<file path="src/rtl/serial_nibble_adder_pkg.sv">
// Shared types and constants for the serial nibble adder.
// The optional subtract feature is controlled by the SERIAL_ADD_SUB_EN macro.
package serial_add_pkg;

  localparam int NIBBLE = 4;

  typedef enum logic [1:0] {
    IDLE = 2'd0,
    RUN  = 2'd1,
    DONE = 2'd2
  } state_t;

  // Nibble counter width: clog2 of the step count, never below one bit.
  function automatic int cnt_width(input int width);
    int w;
    w = $clog2(width / NIBBLE);
    return (w < 1) ? 1 : w;
  endfunction

endpackage

</file>
<file path="src/rtl/serial_nibble_adder_if.sv">
// Operand/result handshake bundle for serial_nibble_adder.
// The sub signal exists only when SERIAL_ADD_SUB_EN is defined.
interface serial_nibble_adder_if #(parameter int WIDTH = 16);

  // valid/ready: a transfer happens on a rising edge where both are high;
  // the source holds its data stable while valid is high and ready is low.
  logic             in_valid;
  logic             in_ready;
  logic [WIDTH-1:0] A;
  logic [WIDTH-1:0] B;
`ifdef SERIAL_ADD_SUB_EN
  logic             sub;
`endif
  logic             out_valid;
  logic             out_ready;
  logic [WIDTH-1:0] S;
  logic             C;

  modport master (
`ifdef SERIAL_ADD_SUB_EN
    output sub,
`endif
    output in_valid, A, B, out_ready,
    input  in_ready, out_valid, S, C
  );

  modport slave (
`ifdef SERIAL_ADD_SUB_EN
    input  sub,
`endif
    input  in_valid, A, B, out_ready,
    output in_ready, out_valid, S, C
  );

endinterface

</file>
<file path="src/rtl/serial_nibble_adder_nibble.sv">
// Combinational 4-bit adder slice with carry in and carry out.
module nibble_adder (
  input  logic [3:0] A,
  input  logic [3:0] B,
  input  logic       Cin,
  output logic [3:0] S,
  output logic       Cout
);

  assign {Cout, S} = {1'b0, A} + {1'b0, B} + {4'b0000, Cin};

endmodule

</file>
<file path="src/rtl/serial_nibble_adder.sv">
// WIDTH-bit adder built from one nibble slice, one nibble per clock, LSB first.
// Define SERIAL_ADD_SUB_EN to add the sub port and A - B support.
module serial_nibble_adder
  import serial_add_pkg::*;
#(
  parameter int WIDTH = 16
) (
  input  logic                 clk,
  input  logic                 rst_n,
  serial_nibble_adder_if.slave bus,
  output state_t               dbg_state
);

  localparam int N  = WIDTH / NIBBLE;
  localparam int CW = cnt_width(WIDTH);

  state_t           state, state_nx;
  logic [WIDTH-1:0] a_sh, b_sh, r_sh, r_next, s_q;
  logic             carry, c_q;
  logic [CW-1:0]    cnt;
  logic             accept, last;
  logic [3:0]       b_nib, sum_nib;
  logic             cout;

`ifdef SERIAL_ADD_SUB_EN
  logic sub_q;
  assign b_nib = sub_q ? ~b_sh[3:0] : b_sh[3:0];
`else
  assign b_nib = b_sh[3:0];
`endif

  nibble_adder u_slice (
    .A    (a_sh[3:0]),
    .B    (b_nib),
    .Cin  (carry),
    .S    (sum_nib),
    .Cout (cout)
  );

  // New nibble enters at the top so the LSB nibble ends up at the bottom.
  assign r_next = (r_sh >> NIBBLE) | (WIDTH'(sum_nib) << (WIDTH - NIBBLE));

  always_ff @(posedge clk or negedge rst_n) begin
    if (!rst_n) state <= IDLE;
    else        state <= state_nx;
  end

  always_comb begin
    state_nx = state;
    accept   = 1'b0;
    last     = 1'b0;
    case (state)
      IDLE: if (bus.in_valid) begin
        accept   = 1'b1;
        state_nx = RUN;
      end
      RUN: if (cnt == CW'(N - 1)) begin
        last     = 1'b1;
        state_nx = DONE;
      end
      DONE: if (bus.out_ready) state_nx = IDLE;
      default: state_nx = IDLE;
    endcase
  end

  always_ff @(posedge clk or negedge rst_n) begin
    if (!rst_n) begin
      a_sh  <= '0;
      b_sh  <= '0;
      r_sh  <= '0;
      carry <= 1'b0;
      cnt   <= '0;
      s_q   <= '0;
      c_q   <= 1'b0;
`ifdef SERIAL_ADD_SUB_EN
      sub_q <= 1'b0;
`endif
    end else if (accept) begin
      a_sh  <= bus.A;
      b_sh  <= bus.B;
      cnt   <= '0;
`ifdef SERIAL_ADD_SUB_EN
      sub_q <= bus.sub;
      carry <= bus.sub;
`else
      carry <= 1'b0;
`endif
    end else if (state == RUN) begin
      a_sh  <= a_sh >> NIBBLE;
      b_sh  <= b_sh >> NIBBLE;
      r_sh  <= r_next;
      carry <= cout;
      cnt   <= last ? '0 : cnt + CW'(1);
      if (last) begin
        s_q <= r_next;
        c_q <= cout;
      end
    end
  end

  assign bus.in_ready  = (state == IDLE);
  assign bus.out_valid = (state == DONE);
  assign bus.S         = s_q;
  assign bus.C         = c_q;
  assign dbg_state     = state;

endmodule

</file>
<file path="src/flat_wrapper.sv">
// flat-port wrapper written by rule: the top's interface ports become plain ports
module serial_nibble_adder_flat import serial_add_pkg::*;
#(
  parameter int WIDTH = 16
)
  (clk, rst_n, dbg_state, bus_in_valid, bus_A, bus_B, bus_out_ready, bus_in_ready, bus_out_valid, bus_S, bus_C);
  serial_nibble_adder_if #(.WIDTH(WIDTH)) bus_i ();
  input  logic clk;
  input  logic rst_n;
  output state_t dbg_state;
  input wire logic [$bits(bus_i.in_valid)-1:0] bus_in_valid;
  input wire logic [$bits(bus_i.A)-1:0] bus_A;
  input wire logic [$bits(bus_i.B)-1:0] bus_B;
  input wire logic [$bits(bus_i.out_ready)-1:0] bus_out_ready;
  output wire logic [$bits(bus_i.in_ready)-1:0] bus_in_ready;
  output wire logic [$bits(bus_i.out_valid)-1:0] bus_out_valid;
  output wire logic [$bits(bus_i.S)-1:0] bus_S;
  output wire logic [$bits(bus_i.C)-1:0] bus_C;
  assign bus_i.in_valid = bus_in_valid;
  assign bus_i.A = bus_A;
  assign bus_i.B = bus_B;
  assign bus_i.out_ready = bus_out_ready;
  assign bus_in_ready = bus_i.in_ready;
  assign bus_out_valid = bus_i.out_valid;
  assign bus_S = bus_i.S;
  assign bus_C = bus_i.C;
  serial_nibble_adder #(.WIDTH(WIDTH)) u_core (.clk(clk), .rst_n(rst_n), .bus(bus_i), .dbg_state(dbg_state));
endmodule
</file>
<file path="config.mk">
export PLATFORM = sky130hd
export DESIGN_NAME = serial_nibble_adder_flat
export DESIGN_NICKNAME = d
export VERILOG_FILES = /design/src/rtl/serial_nibble_adder_pkg.sv /design/src/rtl/serial_nibble_adder_if.sv /design/src/rtl/serial_nibble_adder_nibble.sv /design/src/rtl/serial_nibble_adder.sv /design/src/flat_wrapper.sv
export SDC_FILE = /design/constraint.sdc
export NUM_CORES = 1
export LEC_CHECK = 0
export CORE_MARGIN = 3
export CORE_UTILIZATION = 46
export CTS_CLUSTER_SIZE = 16
export DETAILED_ROUTE_END_ITERATION = 12
export GPL_TIMING_DRIVEN = 0
export PLACE_DENSITY = 0.81
export SYNTH_ARGS = -nofsm -noshare
export SYNTH_HDL_FRONTEND = slang
export SYNTH_HIERARCHICAL = 1
export SYNTH_SLANG_ARGS = --single-unit
</file>
<file path="constraint.sdc">
create_clock -name clk -period 1.7 [get_ports clk]
set_input_delay 0.34 -clock clk [delete_from_list [all_inputs] [get_ports clk]]
set_output_delay 0.34 -clock clk [all_outputs]
set_load 0.02 [all_outputs]
</file>
* After elaboration in Yosys (flattened, before gate mapping)
Index checks and enable logic that the tools add are counted.
** Word-level totals
- Register bits after elaboration :: 70
- Bits in latches :: 0
- Memory bits (writable) :: 0
- ROM bits :: 0
- Output and inout bits :: 21
- Word-level logic and storage cells :: 41
- Memories :: 0
** Operators by class
- Add/subtract/negate cells :: 3
- Multiply operators :: 0
- Divide/modulo/power cells :: 0
- $lt $le $gt $ge :: 0
- Equality and inequality tests :: 6
- Shift-type cells :: 0
- Muxes and demuxes :: 17
- Bitwise operators :: 2
- Reductions and logical operators :: 5
** Operator list (number)
- $mux W16 :: 4
- $or A12 B16 Y16 :: 1
- $mux W2 :: 6
- $mux W1 :: 6
- $pmux W2 S3 :: 1
- $reduce_and A3 Y1 :: 2
- $add A4 B4 Y5 :: 1
- $add A5 B1 Y5 :: 1
- $eq A2 B2 Y1 const B :: 2
- $ne A2 B2 Y1 const B :: 2
- $add A2 B1 Y2 const B :: 1
- $eq A2 B1 Y1 const B :: 1
- $logic_not A2 Y1 :: 1
- $ne A2 B1 Y1 const B :: 1
- $reduce_and A2 Y1 :: 1
- $reduce_bool A2 Y1 :: 1
- $not A1 Y1 :: 1

* Longest topological paths before layout
Gate-level depths: netlist of run 1.
- Depth in word-level cells :: 6
- Depth in mapped cells :: 7

* By module
The synthesis of run 1 kept the hierarchy.
** By module, submodules not included
- serial_nibble_adder :: instances 1, cells an instance 260, area each 2820.2 µm², seq. area each 1651.6 µm²
- nibble_adder :: instances 1, cells an instance 16, area each 143.9 µm², seq. area each 0.0 µm²

* Worst setup path after synthesis of run 1
OpenSTA, ideal clock, no wires.
- Path kind :: reg-to-reg
- From :: register u_core.a_sh[0]
- To :: register u_core.c_q (netlist: u_core/bus.C)
- Data arrival time :: 1.574 ns
- Data required time :: 1.575 ns
- Setup slack :: 0.001 ns
- Stages on the path, launching flop included :: 8
- Path buffers :: 0
- Period minus slack after synthesis :: 1.699 ns
- Cell sequence :: dfrtp_1 fa_1 inv_1 fa_1 nor2b_1 o21ai_0 nand2b_1 mux2_2
** On the way
- Cells in the longest elaborated chain, start to end :: 2
** Ends and longest elaborated chain
- start: declaration :: line serial_nibble_adder.sv:18 : logic [WIDTH-1:0] a_sh, b_sh, r_sh, r_next, s_q;
- start signal: assignment :: line serial_nibble_adder.sv:79 : a_sh <= bus.A;
- start signal: assignment :: line serial_nibble_adder.sv:89 : a_sh <= a_sh >> NIBBLE;
- $add A4 B4 Y5 :: line serial_nibble_adder_nibble.sv:10 : assign {Cout, S} = {1'b0, A} + {1'b0, B} + {4'b0000, Cin};
- $add A5 B1 Y5 :: line serial_nibble_adder_nibble.sv:10
- named net u_core.cout :: line serial_nibble_adder.sv:23 : logic cout;
- end signal: assignment :: line serial_nibble_adder.sv:96 : c_q <= cout;
- end: declaration :: line serial_nibble_adder.sv:19 : logic carry, c_q;
The timed path passes the listed nets, and every way through them passes these cells.
A chain may end at the register's enable or synchronous reset.

* Worst setup path in the final report of run 1
Same ends and word-level chain as after synthesis.

==> results.sh, run 1 <==
export IMPL_cp_end_kind="flip-flop"
export IMPL_final_cell_area_um2=3920
export IMPL_finalHoldViolCount=0
export IMPL_drtIter0Drc=141
export IMPL_drtPass1Iterations=4
export IMPL_crit_path_frequent_cell="fa_2"
export IMPL_critical_path_max_fanout=2
export IMPL_via_per_inst=5.64
export IMPL_cpMaxStageDelayCell="dfrtp_1"
export IMPL_synth_most_common_cell="dfrtp_1"
export IMPL_placed_area_um2=3620
export IMPL_async_flop_share=1.00
export IMPL_layout_nets=390
export IMPL_place_gp_congestion=0.806
export IMPL_top_level_ports=57
export IMPL_clkSinkCount=66
export IMPL_netlist_instances=276
export IMPL_violations="negative setup slack"
export IMPL_status="complete, but fails checks"
export IMPL_track_usage=0.203
export IMPL_start_util=0.486
export IMPL_crit_buf_inv=1
export IMPL_dpl_cell_count=407
export IMPL_post_route_period_util=1.01
export IMPL_dieArea_um2=7440
export IMPL_yosysSeqAreaShare=0.557
export IMPL_drive_above_1_share=0.198
export IMPL_portBuffers=56
export IMPL_grt_pass1_vias=2462
export IMPL_rsz0062_at_grt="true"
export IMPL_finalNonFillerCells=428
export IMPL_grt_max_degree=67
export IMPL_vdd_drop_max_mv=0.977
export IMPL_cts_buffers=9
export IMPL_drt_wl_total_um=7150
export IMPL_max_clock_path_buffers=2
export IMPL_tightest_slew_ns=0.817
export IMPL_synth_edf_count=0
export IMPL_pre_cts_ws_ns=-0.326
export IMPL_synth_flop_cell="dfrtp_1"
export IMPL_arrival_ns=1.94
export IMPL_yosys_area_top_type="dfrtp_1"
export IMPL_fin_skew_ns=0.00565
export IMPL_crit_family="adder cells"
export IMPL_setup_slack_ns=-0.00985
export IMPL_cp_start_kind="flip-flop"
export IMPL_fmax_mhz=585
export IMPL_detail_route_antenna_nets=0
export IMPL_core_area_um2=6100
export IMPL_antenna_cells=0
export IMPL_drcViolationCount=0
export IMPL_synthDistinctLibCells=29
export IMPL_cts_tree="built"
export IMPL_worst_ep_required_time_ns=1.93
export IMPL_rows=28
export IMPL_vias=2414
export IMPL_crit_chain="fa_2 -> inv_2 -> fa_2 -> nor2b_1 -> o21ai_1 -> nand2b_1 -> mux2_2"
export IMPL_fillCellCount=519
export IMPL_syn2layout_area_growth_pct=32.2
export IMPL_slowest_delay_ns=0.41
export IMPL_ff2ff_path_depth=7
export IMPL_wl_per_cell_um=16.7
export IMPL_cts_root_buf="clkbuf_8"
export IMPL_clk_insertion_delay_late_ns=0.34
export IMPL_slew_viol_final=0
export IMPL_worstSetupPathType="reg -> reg"
export IMPL_htreeDepth=3
export IMPL_hold_path_class="in -> async"
export IMPL_ff2ff_setup_slack_ns=-0.01
export IMPL_synth_area_leaders="dfrtp_1, nand2_1, o22ai_1"
export IMPL_gr_total_overflow=0
export IMPL_finalPower_mw=8.20
export IMPL_die_w_um=86.3
export IMPL_min_period_ns=1.71
export IMPL_syn_num_nets=318
export IMPL_synth_top_area_frac=0.557
export IMPL_slew_headroom=0.455
export IMPL_dpl_hpwl_um=4950
export IMPL_ys_ff_latch=66
export IMPL_syn_area_per_cell_um2=10.7
export IMPL_die_height_um=86.3
export IMPL_synth_area_um2=2960
export IMPL_maxCapViolCount=0
export IMPL_setup_viol=1
export IMPL_yosys_top_cells_count="dfrtp_1, nand2_1, nor3_1, o22ai_1, o21ai_0"
export IMPL_timing_rr_start="u_core/a_sh[0]"
export IMPL_yosys_warnings=6
export IMPL_clk_pin_slew_worst_paths_ns=0.07
export IMPL_p_per_area_nw_per_um2=2090
export IMPL_r2r_end="u_core/bus.C"
export IMPL_antenna_found_initial=0
export IMPL_power_leakage_nw=1.80
export IMPL_grt_pass1_wl_um=11500
## power breakdown
group,internal [mW],switching (mW),leakage [nW]
clock,0.943,0.587,0.119
combinational,1.80,1.96,0.873
sequential,2.34,0.568,0.805
total,5.08,3.12,1.80
## registers in the layout, indices dropped and copies added (netlist names)
signal and cells:
u_core/cnt 2, u_core/carry 1, u_core/dbg_state 2, u_core/a_sh 16, u_core/bus.S 16, u_core/bus.C 1
u_core/b_sh 16, u_core/r_sh 12
## cell usage in the layout (no fill, tap or decap), types with 2 or more instances in the layout
| cell type | instances |
|---|---|
| a21o_1 | 2 |
| nor2_1 | 10 |
| fa_2 | 2 |
| ha_1 | 4 |
| a21oi_1 | 4 |
| buf_4 | 8 |
| mux2_2 | 8 |
| nor2b_1 | 3 |
| xnor2_1 | 2 |
| o22ai_1 | 23 |
| nand2_1 | 45 |
| bufinv_16 | 2 |
| o221a_2 | 4 |
| a22o_1 | 2 |
| clkbuf_8 | 13 |
| inv_2 | 2 |
| dfrtp_2 | 2 |
| clkdlybuf4s50_1 | 48 |
| dlymetal6s2s_1 | 3 |
| dfrtp_1 | 64 |
| buf_2 | 11 |
| nand3b_1 | 4 |
| nor3_1 | 25 |
| clkbuf_1 | 6 |
| nand2b_1 | 5 |
| o32ai_1 | 8 |
| dlygate4sd2_1 | 2 |
| inv_1 | 4 |
| mux2_4 | 9 |
| o21ai_0 | 16 |
## cell families after synthesis
group / after synthesis / synth area share
DFF: 66 / 0.557
buffers and inverters: 26 / 0.0409
AOI/OAI and AO/OA: 63 / 0.142
and+or+nand+nor: 96 / 0.147
xor gates and xnor gates: 2 / 0.00591
adders and majority gates: 6 / 0.0304
muxes: 17 / 0.0760
## layout make-up
class	instances	area, µm²	share of cell area
buffer	20	113	0.0287
clock buffer	12	165	0.0421
inverter	6	22.5	0.00575
clock inverter	4	72.6	0.0185
timing repair buffer	61	593	0.151
multi-input combinational	184	1210	0.308
tap	75	93.8	0.0239
sequential	66	1650	0.422
## through the flow
| step | setup TNS (ns) | hold slack, ns | util |
|---|---|---|---|
| 4_1_cts | -0.00943 | 0.119 | 0.638 |
| 5_1_grt | -0.160 | 0.165 | 0.643 |
| 3_5_place_dp | -3.34 | 0.468 | 0.593 |
| 6_report | -0.00985 | 0.0972 | 0.643 |
| 3_3_place_gp | -122.79 | 0.457 | 0.594 |
| 2_1_floorplan | 0 | 0.0444 | - |
## worst max path at each step
| stage | depth (start not counted) | startpoint | endpoint | slack (ns) |
|---|---|---|---|---|
| after floorplan | 7 | u_core/a_sh[0] | u_core/bus.C | 0.001 |
| after global placement | 1 | rst_n | u_core/b_sh[11] | -1.82 |
| after detailed placement | 4 | u_core/dbg_state[1] | bus_out_valid | -0.33 |
| after CTS | 7 | u_core/a_sh[0] | u_core/bus.C | -0.009 |
| after global routing | 7 | u_core/a_sh[0] | u_core/bus.C | -0.07 |
| final | 7 | u_core/a_sh[0] | u_core/bus.C | -0.01 |
## repair_timing
item                                    4_1_cts  5_1_grt
buffers inserted                              2        3
pin swaps                                     0        2
gates resized for setup                      25        4
endpoints found under the setup margin        6       10
hold buffers                                  0        0
## layer usage
layer  vias to the layer above  track usage  wire [µm]
li1                       1123            -          -
met5                         -            0          0
met1                      1179        0.241       2930
met3                        18       0.0437        344
met2                        94        0.353       3680
met4                         0       0.0935        195
Note: power is estimated with default switching activity, not from simulation.
==> inputs of run 2 (changes only) <==
CELL_PAD_IN_SITES_DETAIL_PLACEMENT = 1   (was unset)
CELL_PAD_IN_SITES_GLOBAL_PLACEMENT = 1   (was unset)
CORE_UTILIZATION = 36   (was 46)
==> run 2 against run 1 <==
Effect of this change: the flow still finishes with violations (negative setup slack); via count is 1.8% lower; non-clock buffer count did not move; first-iteration DRC count shrank 55%; flip-flop and latch count stayed put; clock power down 23%; setup slack got worse by 0.0028 ns; largest cell class unchanged.
==> results.sh, run 2 (synthesis gave the netlist of run 1 again) <==
export IMPL_power_leakage_nw=1.75
export IMPL_clkPwrFrac=0.150
export IMPL_drcViolationCount=0
export IMPL_fin_skew_ns=0.00912
export IMPL_status="complete, but fails checks"
export IMPL_detail_route_antenna_nets=0
export IMPL_vdd_drop_max_mv=0.606
export IMPL_fin_util=0.495
export IMPL_portBuffers=56
export IMPL_cpMaxStageDelayCell="dfrtp_1"
export IMPL_syn2layout_area_growth_pct=31.0
export IMPL_die_w_um=96.7
export IMPL_vias=2370
export IMPL_min_period_ns=1.71
export IMPL_rsz0062_at_grt="true"
export IMPL_post_route_period_util=1.01
export IMPL_p_per_area_nw_per_um2=2020
export IMPL_p_int_mw=4.73
export IMPL_top_level_ports=57
export IMPL_timing_rr_start="u_core/a_sh[0]"
export IMPL_ff2ff_path_depth=7
export IMPL_swShare=0.398
export IMPL_maxCapViolCount=0
export IMPL_drtIter0Drc=63
export IMPL_tightest_slew_ns=0.834
export IMPL_grt_pass1_wl_um=12400
export IMPL_cp_endpoint="u_core/bus.C"
export IMPL_worstSetupPathType="reg -> reg"
export IMPL_antenna_found_initial=0
export IMPL_cts_buffers=9
export IMPL_drt_wl_total_um=7570
export IMPL_crit_family="adder cells"
export IMPL_place_gp_congestion=0.758
export IMPL_finalHoldViolCount=0
export IMPL_setup_slack_ns=-0.0126
export IMPL_htreeDepth=3
export IMPL_dieArea_um2=9360
export IMPL_crit_start="u_core/a_sh[0]"
export IMPL_fmax_mhz=584
export IMPL_violations="negative setup slack"
export IMPL_p_switching_mw=3.13
export IMPL_grt_pass1_vias=2518
export IMPL_arrival_ns=1.94
export IMPL_setup_viol=2
export IMPL_clk_pin_slew_worst_paths_ns=0.07
export IMPL_clkSinkCount=66
export IMPL_via_per_inst=5.22
export IMPL_rows=32
export IMPL_layout_nets=390
export IMPL_placed_area_um2=3650
export IMPL_final_cell_mix="dfrtp_1, clkdlybuf4s50_1, nand2_1"
export IMPL_wl_per_cell_um=16.7
export IMPL_final_cell_area_um2=3880
export IMPL_cp_end_kind="flip-flop"
export IMPL_fin_tns_setup_ns=-0.0243
export IMPL_hold_path_class="in -> async"
export IMPL_cts_root_buf="clkbuf_8"
export IMPL_slew_viol_final=0
export IMPL_crit_chain="fa_2 -> inv_2 -> fa_2 -> nor2b_1 -> o21ai_1 -> nand2b_1 -> mux2_2"
export IMPL_cts_tree="built"
export IMPL_worst_ep_required_time_ns=1.93
export IMPL_finalPower_mw=7.86
export IMPL_start_util=0.378
export IMPL_pwr_share_seq=0.368
export IMPL_p_comb_frac=0.482
export IMPL_antenna_cells=0
export IMPL_slew_headroom=0.444
export IMPL_ff2ff_setup_slack_ns=-0.01
export IMPL_cp_start_kind="flip-flop"
export IMPL_final_common_cell="dfrtp_1"
export IMPL_track_usage=0.166
export IMPL_gr_total_overflow=0
export IMPL_crit_buf_inv=1
export IMPL_drive_above_1_share=0.193
export IMPL_max_clock_path_buffers=2
export IMPL_holdWs_ns=0.116
export IMPL_drtPass1Iterations=4
export IMPL_cp_depth=7
export IMPL_clk_insertion_delay_late_ns=0.34
export IMPL_crit_path_frequent_cell="fa_2"
export IMPL_grt_max_degree=67
export IMPL_core_area_um2=7850
export IMPL_dpl_hpwl_um=5500
export IMPL_slowest_delay_ns=0.42
export IMPL_critical_path_max_fanout=2
export IMPL_die_height_um=96.7
export IMPL_cts_hold_buf=0
export IMPL_r2r_end="u_core/bus.C"
-- run 2: cell count changes in the layout (fill, tap and decap cells not counted), sizes merged --
cell	before	now
dlymetal6s2s	3	1
bufinv	2	0
clkinv	1	3
clkinvlp	1	0
clkdlybuf4s50	48	50
-- run 2: worst min path at each step --
stage	end	from	slack [ns]
floorplan	u_core/a_sh[0]	rst_n	0.04
global placement	u_core/r_sh[7]	u_core/r_sh[7]	0.46
detailed placement	u_core/r_sh[6]	u_core/r_sh[6]	0.48
CTS	u_core/r_sh[7]	rst_n	0.13
global route	u_core/cnt[1]	rst_n	0.17
finish	u_core/a_sh[1]	rst_n	0.12
-- run 2: final cells by class --
type / instances / area [µm²]
tap: 102 / 128
buffer: 20 / 113
timing repair buffer: 61 / 591
clock buffer: 12 / 155
sequential: 66 / 1650
clock inverter: 3 / 15.0
fill: 878 / 3960
multi-input combinational: 184 / 1210
inverter: 6 / 22.5
-- run 2: routing by layer --
layer	GRT usage	routed length, µm	part of all wire	up-vias
li1	-	-	-	1120
met1	0.201	3260	0.43	1188
met2	0.291	3920	0.52	54
met3	0.0332	303	0.040	8
met4	0.0594	85	0.011	0
met5	0	0	0	-
-- run 2: metrics by stage --
stage,worst slack (ns),instances
floorplan,0.000968,276
global placement,-1.88,434
detailed placement,-0.325,434
CTS,-0.0565,450
global route,-0.125,454
finish,-0.0126,454
-- run 2: power by group through the flow --
stage	combinational (mW)	clock [mW]	sequential [mW]
final	3.79	1.18	2.89
after global routing	4.20	1.28	2.99
after CTS	3.76	1.20	2.90
after detailed placement	3.68	0	2.92
after global placement	3.50	0	2.87
after floorplan	2.25	0	3.01
-- run 2: worst reg2reg max path: stages, from the launching register on --
cell,delay [ns]
dfrtp_1,0.42
fa_2,0.41
inv_2,0.06
fa_2,0.20
nor2b_1,0.05
o21ai_1,0.11
nand2b_1,0.09
mux2_2,0.27
-- run 2: timing repair --
| action | 4_1_cts | 5_1_grt |
|---|---|---|
| setup buffers | 1 | 4 |
| pin swaps | 2 | 4 |
| gates resized for setup | 26 | 2 |
| endpoints found under the setup margin | 6 | 11 |
| endpoints found under the hold margin | 0 | 0 |
